==> src/rtl/aes_status_monitor.sv <==
// aes_status_monitor
//   Watches the status side of the AES wrapper through one armed run. It
//   counts correct and incorrect results, checks event ordering and enforces a
//   per-phase timeout. It then latches a single pass/fail verdict together
//   with the first error seen.
//
// Parameters
//   EXPECTED_RESULTS : results that complete a run (1 .. 2^CNT_W-1)
//   TIMEOUT_CYCLES   : max cycles in any waiting state (>= 2)
//   CNT_W            : width of result and timeout counters
//
// Ports
//   clk, reset       : rising-edge clock, synchronous active-high reset
//   start            : arm pulse, honoured in IDLE or DONE only
//   ready            : wrapper ready/idle
//   key_exp_done     : key expansion complete (level)
//   result_valid     : result valid (level, rising edge = new result)
//   result_correct   : result matches, qualified by result_valid rising edge
//   busy             : run in progress
//   done             : run finished, held until re-arm or reset
//   pass             : verdict, meaningful while done=1
//   pass_cnt         : correct results this run (saturating)
//   fail_cnt         : incorrect results this run (saturating)
//   err_code         : first error: 0 none, 1 result before key,
//                      2 key dropped, 3 surplus result, 4 timeout
module aes_status_monitor #(
    parameter int unsigned EXPECTED_RESULTS = 1,
    parameter int unsigned TIMEOUT_CYCLES   = 4096,
    parameter int unsigned CNT_W            = 16
) (
    input  logic             clk,
    input  logic             reset,
    input  logic             start,
    input  logic             ready,
    input  logic             key_exp_done,
    input  logic             result_valid,
    input  logic             result_correct,
    output logic             busy,
    output logic             done,
    output logic             pass,
    output logic [CNT_W-1:0] pass_cnt,
    output logic [CNT_W-1:0] fail_cnt,
    output logic [2:0]       err_code
);

    typedef enum logic [2:0] {
        S_IDLE,
        S_WAIT_KEY,
        S_WAIT_RESULT,
        S_WAIT_READY,
        S_DONE
    } state_t;

    localparam logic [2:0] ERR_NONE    = 3'd0;
    localparam logic [2:0] ERR_ORDER   = 3'd1;
    localparam logic [2:0] ERR_KEYDROP = 3'd2;
    localparam logic [2:0] ERR_SURPLUS = 3'd3;
    localparam logic [2:0] ERR_TIMEOUT = 3'd4;

    localparam logic [CNT_W-1:0] EXP_CNT  = CNT_W'(EXPECTED_RESULTS);
    localparam logic [CNT_W:0]   EXP_TOT  = (CNT_W+1)'(EXPECTED_RESULTS);
    localparam logic [CNT_W-1:0] TMO_LAST = CNT_W'(TIMEOUT_CYCLES - 1);

    state_t           state_q, state_d;
    logic             rv_q;
    logic [CNT_W-1:0] tmo_q, tmo_d;
    logic [CNT_W-1:0] pass_cnt_d, fail_cnt_d;
    logic [2:0]       err_d;
    logic             pass_d, busy_d, done_d;

    logic             rise;
    logic             tmo_hit;
    logic [CNT_W-1:0] pc_inc, fc_inc;
    logic [CNT_W:0]   total_inc;
    logic             reach;

    // rv_q follows result_valid every cycle, so at arm it already holds the
    // current level and a level that is high at arm is not seen as an edge.
    assign rise    = result_valid & ~rv_q;
    assign tmo_hit = (tmo_q == TMO_LAST);

    // Counter values if this cycle's rising edge is counted (saturating).
    always_comb begin
        pc_inc = pass_cnt;
        fc_inc = fail_cnt;
        if (rise) begin
            if (result_correct) begin
                if (pass_cnt != '1) pc_inc = pass_cnt + 1'b1;
            end else begin
                if (fail_cnt != '1) fc_inc = fail_cnt + 1'b1;
            end
        end
        total_inc = {1'b0, pc_inc} + {1'b0, fc_inc};
        reach     = (total_inc >= EXP_TOT);
    end

    always_comb begin
        state_d    = state_q;
        pass_cnt_d = pass_cnt;
        fail_cnt_d = fail_cnt;
        err_d      = err_code;
        tmo_d      = tmo_q;
        pass_d     = pass;

        case (state_q)
            S_IDLE, S_DONE: begin
                if (start) begin
                    state_d    = S_WAIT_KEY;
                    pass_cnt_d = '0;
                    fail_cnt_d = '0;
                    err_d      = ERR_NONE;
                    tmo_d      = '0;
                    pass_d     = 1'b0;
                end
            end
            S_WAIT_KEY: begin
                if (key_exp_done) begin
                    // A result in the same cycle as key completion is legal.
                    pass_cnt_d = pc_inc;
                    fail_cnt_d = fc_inc;
                    tmo_d      = '0;
                    state_d    = reach ? S_WAIT_READY : S_WAIT_RESULT;
                end else if (rise) begin
                    state_d = S_DONE;
                    err_d   = ERR_ORDER;
                end else if (tmo_hit) begin
                    state_d = S_DONE;
                    err_d   = ERR_TIMEOUT;
                end else begin
                    tmo_d = tmo_q + 1'b1;
                end
            end
            S_WAIT_RESULT: begin
                // A same-cycle result is counted even when key drop wins.
                pass_cnt_d = pc_inc;
                fail_cnt_d = fc_inc;
                if (!key_exp_done) begin
                    state_d = S_DONE;
                    err_d   = ERR_KEYDROP;
                end else if (rise) begin
                    tmo_d = '0;
                    if (reach) state_d = S_WAIT_READY;
                end else if (tmo_hit) begin
                    state_d = S_DONE;
                    err_d   = ERR_TIMEOUT;
                end else begin
                    tmo_d = tmo_q + 1'b1;
                end
            end
            S_WAIT_READY: begin
                if (rise) begin
                    state_d = S_DONE;
                    err_d   = ERR_SURPLUS;
                end else if (ready) begin
                    state_d = S_DONE;
                    pass_d  = (fail_cnt == '0) && (pass_cnt == EXP_CNT);
                end else if (tmo_hit) begin
                    state_d = S_DONE;
                    err_d   = ERR_TIMEOUT;
                end else begin
                    tmo_d = tmo_q + 1'b1;
                end
            end
            default: begin
                state_d = S_IDLE;
            end
        endcase

        // Outputs are registered from the next state so that done, busy,
        // pass and err_code all change on the same edge.
        busy_d = (state_d == S_WAIT_KEY) || (state_d == S_WAIT_RESULT) ||
                 (state_d == S_WAIT_READY);
        done_d = (state_d == S_DONE);
    end

    always_ff @(posedge clk) begin
        if (reset) begin
            state_q  <= S_IDLE;
            rv_q     <= 1'b0;
            tmo_q    <= '0;
            pass_cnt <= '0;
            fail_cnt <= '0;
            err_code <= ERR_NONE;
            pass     <= 1'b0;
            busy     <= 1'b0;
            done     <= 1'b0;
        end else begin
            state_q  <= state_d;
            rv_q     <= result_valid;
            tmo_q    <= tmo_d;
            pass_cnt <= pass_cnt_d;
            fail_cnt <= fail_cnt_d;
            err_code <= err_d;
            pass     <= pass_d;
            busy     <= busy_d;
            done     <= done_d;
        end
    end

endmodule

==> config.mk <==
export PLATFORM = sky130hd
export DESIGN_NAME = aes_status_monitor
export DESIGN_NICKNAME = d
export VERILOG_FILES = /design/src/rtl/aes_status_monitor.sv
export SDC_FILE = /design/constraint.sdc
export NUM_CORES = 1
export LEC_CHECK = 0
export CAP_MARGIN = 30
export CORE_UTILIZATION = 42
export CTS_CLUSTER_SIZE = 40
export DETAILED_ROUTE_END_ITERATION = 12
export PLACE_DENSITY = 0.72
export SLEW_MARGIN = 10
export SYNTH_ARGS = -nofsm -noshare
export SYNTH_HDL_FRONTEND = slang
export SYNTH_SLANG_ARGS = --single-unit
export TNS_END_PERCENT = 100
==> constraint.sdc <==
create_clock -name clk -period 5.3 [get_ports clk]
set_input_delay 1.06 -clock clk [delete_from_list [all_inputs] [get_ports clk]]
set_output_delay 1.06 -clock clk [all_outputs]
set_load 0.05 [all_outputs]
==> summary.txt <==
Route
  • WL/cell: ~17 µm
  • Metal1 wirelength: about 5700 µm
  • Antenna-violating nets left: 0
  • Vias per cell: just over 6
  • DR top layer: met4
  • Via count: between 4000 and 5000
  • Met2 routed wirelength: about 5600 µm
  • TritonRoute pass-1 iters: 5
  • Met3 routed WL: a little over 900 µm
  • DR iter-0 viols: between 300 and 400
  • DR DRC count: 0
  • Final wirelength: around 13000 µm

Global routing
  • Initial antenna violation count: 0
  • Gr ovfl total: 0
  • First-pass GRT wire length: 20800 µm
  • Vias in the first global route: 4187
  • Largest net degree at the start of global routing: 30
  • Tot GR Track Use: between 20% and 30%

Place
  • HPWL Detailed: approximately 9600 µm
  • RD Place Congestion: between 0.9 and 1
  • Port Buf Inserts: 44
  • Placement Setup Slack: around 0.068 ns

Die
  • Site Rows: 36
  • Die Ht: approximately 100 µm
  • Die width: roughly 100 µm
  • Number of I/O pins: between 40 and 50
  • Initial core utilization: 43.8%
  • Core Area: approximately 0.01 mm²
  • Die area: around 0.011 mm²

Worst setup path
  • CP top delay family: simple AND/OR/NAND/NOR gates
  • Crit path DAT: between 5 and 6 ns
  • CP Max Fanout: 13
  • CP startpoint kind: input port
  • Crit path cell chain: clkdlybuf4s50_1, nor2b_1, nand2_1, a21oi_1, buf_4, xor2_1, ha_1, inv_1, fa_1, nand2b_1, a211oi_1, o21ai_0, or4b_1, o41ai_1, nand2_1
  • Most Frequent Cell on Critical Path: nand2_1
  • Peak per-stage delay on the critical path: 0.52 ns
  • Worst Path Buf+Inv: 3
  • Critical path endpoint category: flip-flop
  • Worst EP required: 5.53 ns
  • Crit Path Class: input port to flip-flop
  • Slowest CP cell: or4b_1

Timing
  • Final setup fails: 0
  • Min cycle time layout: a little under 5 ns
  • Fin crit share: 92.8%
  • Clock skew: 0.00938 ns
  • Final Hold Vio Count: 0
  • Fin. max-slew vios: 0
  • Slew at the pin with the worst max-slew slack: roughly 0.8 ns
  • Final setup TNS: 0 ns
  • Final worst slack: between 0.3 and 0.4 ns
  • Slew HR: a little under half
  • Fmax: slightly above 200 MHz
  • RSZ-0062 raised after global routing: false

Yosys
  • Synth top area share: a little over a quarter
  • Syn_area_per_cell: roughly 7.5 µm²
  • Post-synth top area cell: dfxtp_1
  • Seq/Total Area, Yosys: between 20 and 30%
  • Post-synth ARST share: 0%
  • Post-synth EDFFs: 0
  • Largest cells by area after synthesis: dfxtp_1 (27%), a21oi_1 (6.8%), ha_1 (6.1%), nor2_1 (5.5%), nand2_1 (3.7%)
  • Prevailing post-synth register cell: dfxtp_1
  • Netlist cell types: between 60 and 70
  • Synth Cell Area: ~0.0043 mm²
  • Synth Register Bits: between 50 and 60
  • Post-Synthesis Cells: just under 600
  • Warning count from the yosys run: 0
  • Post-synth net total: about 610

Final layout
  • Seq. cell area: 0.00116 mm²
  • Area of the multi-input gates: approximately 0.0030 mm²
  • Layout cells sized above 1: 5.66%
  • Final nets: 643
  • Ant diodes: 0
  • Final Core Density: 51.5%
  • Area Growth Syn to Fin: 17.5%
  • Number of fill cells: roughly 980

Clock network
  • Hold_buf cts: 0
  • Clk pin slew, worst setup/hold paths: 0.07 ns
  • Number of cells upsized or downsized after cts: 0
  • CTS sink cnt: between 50 and 60
  • Htree depth: 3
  • CTS tree: yes
  • Root buffer cell: clkbuf_8
  • Clock tree buffer depth: 2
  • Post-CTS setup buffer count: 0
  • Clk_lat worst skew: around 0.35 ns
  • TritonCTS Buffers: 9

Run
  • Max-Cap Viols: 0

Power and ir drop
  • Power per standard cell area: between 200 and 250 mW/mm²
  • P_leak: 0.00197 µW
  • VDD IR max: 0.153 mV

Hold path
  • Hold crit path type: flip-flop to flip-flop

Outcome
  • Status: finished clean
==> layer usage <==
| metal | vias to the layer above | GRT usage, % |
|---|---|---|
| met1 | 2184 | 31.7 |
| met5 | - | 0 |
| met2 | 208 | 37.7 |
| met3 | 44 | 4.34 |
| li1 | 2201 | - |
| met4 | 0 | 13.1 |
==> cells in the final DEF, fill, tap and decap left out, types with 4 or more instances in the layout <==
cell             netlist  routed
nor3_1                14      14
a21o_1                 6       6
nor4_1                 9       9
and4_1                 8       8
xor2_1                18      18
xnor2_1               14      14
nand3_1               24      24
nand2_1               43      43
o21ai_0               30      30
ha_1                  21      21
inv_1                 15      15
and2_1                 7       7
buf_4                  0      11
nor2b_1                9       9
nand2b_1               9       9
a21oi_1               59      59
nor2_1                63      63
clkbuf_8               0      12
o211ai_1               5       5
nand4_1               15      15
clkdlybuf4s50_1        0      44
and3_1                15      15
mux2i_1                4       4
a31oi_1               13      13
a311oi_1               4       4
or3_1                 11      11
dfxtp_1               58      58
o21a_1                 4       4
nand3b_1               4       4
o21bai_1               4       4
or4_1                  4       4
nor3b_1                4       4
a22o_1                 5       5
==> synth_stat cells (3+ instances only) <==
cell / n
or3_1: 11
nand3b_1: 4
or4_1: 4
dfxtp_1: 58
nand3_1: 24
a211oi_1: 3
nor3_1: 14
a41oi_1: 3
o21a_1: 4
buf_2: 4
and2_1: 7
a21oi_1: 59
clkbuf_1: 22
nor2b_1: 9
a21o_1: 6
a22o_1: 5
nand2b_1: 9
nand4_1: 15
nor3b_1: 4
a31oi_1: 13
o21ai_0: 30
nor4b_1: 3
and4_1: 8
inv_1: 15
nor2_1: 63
ha_1: 21
a22oi_1: 3
o211ai_1: 5
a311oi_1: 4
xor2_1: 18
nor4_1: 9
o22ai_1: 3
mux2i_1: 4
xnor2_1: 14
and3_1: 15
o21bai_1: 4
nand2_1: 43
==> logic make-up (layout without fill, tap and decap cells) <==
logic type / count (synthesis) / after routing / synth area share [%]
simple gates: 252 / 252 / 30.9
mux: 6 / 6 / 1.44
xor+xnor: 32 / 32 / 6.46
compound gates: 163 / 163 / 23.5
fa+ha+maj: 22 / 22 / 6.52
buf+inv: 44 / 85 / 4.36
flops: 58 / 58 / 26.8
==> state kept, by name (all words and copies together), names as in the netlist <==
name	count
busy	1
err_code	3
pass	1
pass_cnt	16
rv_q	1
done	1
tmo_q	16
fail_cnt	16
state_q	3
==> worst register-to-register path: stages, from the launching register on <==
cell	delay (ns)
dfxtp_1	0.53
and3_1	0.35
nand4_1	0.28
o21a_1	0.27
buf_4	0.16
xnor2_1	0.23
ha_1	0.27
inv_1	0.07
fa_1	0.38
nand2b_1	0.19
a211oi_1	0.48
o21ai_0	0.17
or4b_1	0.52
o41ai_1	0.37
nand2_1	0.08
==> report_power, final <==
group          total, µW  switching (µW)  internal (µW)  leakage [µW]
combinational        154             102           51.3       0.00140
clock                436             184            253      0.000106
sequential           454            11.4            442      0.000468
==> layout make-up <==
type | count | area share, %
inverters | 15 | 1.10
multi-input cells | 475 | 58.6
flip-flops and latches | 58 | 22.8
clock inverters | 2 | 0.687
clock buffers | 13 | 3.31
well taps | 133 | 3.26
repair buffers | 55 | 10.3
==> metrics by stage <==
step / hold WS, ns / power, µW / cell area (µm²) / instances
floorplan: 0.461 / 574 / 4340 / 577
detailed placement: 0.468 / 614 / 4890 / 736
global route: 0.496 / 1090 / 5100 / 751
finish: 0.476 / 1040 / 5100 / 751
global placement: 0.464 / 612 / 4890 / 736
CTS: 0.482 / 1050 / 5100 / 751
==> worst paths after layout <==
path | startpoint | slack, ns | endpoint | depth (start not counted)
max | result_valid | 0.38 | state_q[0] | 15
min | err_code[1] | 0.48 | err_code[1] | 2
max reg2reg | fail_cnt[3] | 0.83 | state_q[0] | 14
min reg2reg | err_code[1] | 0.48 | err_code[1] | 2
Power figures use the tool's default switching activity.
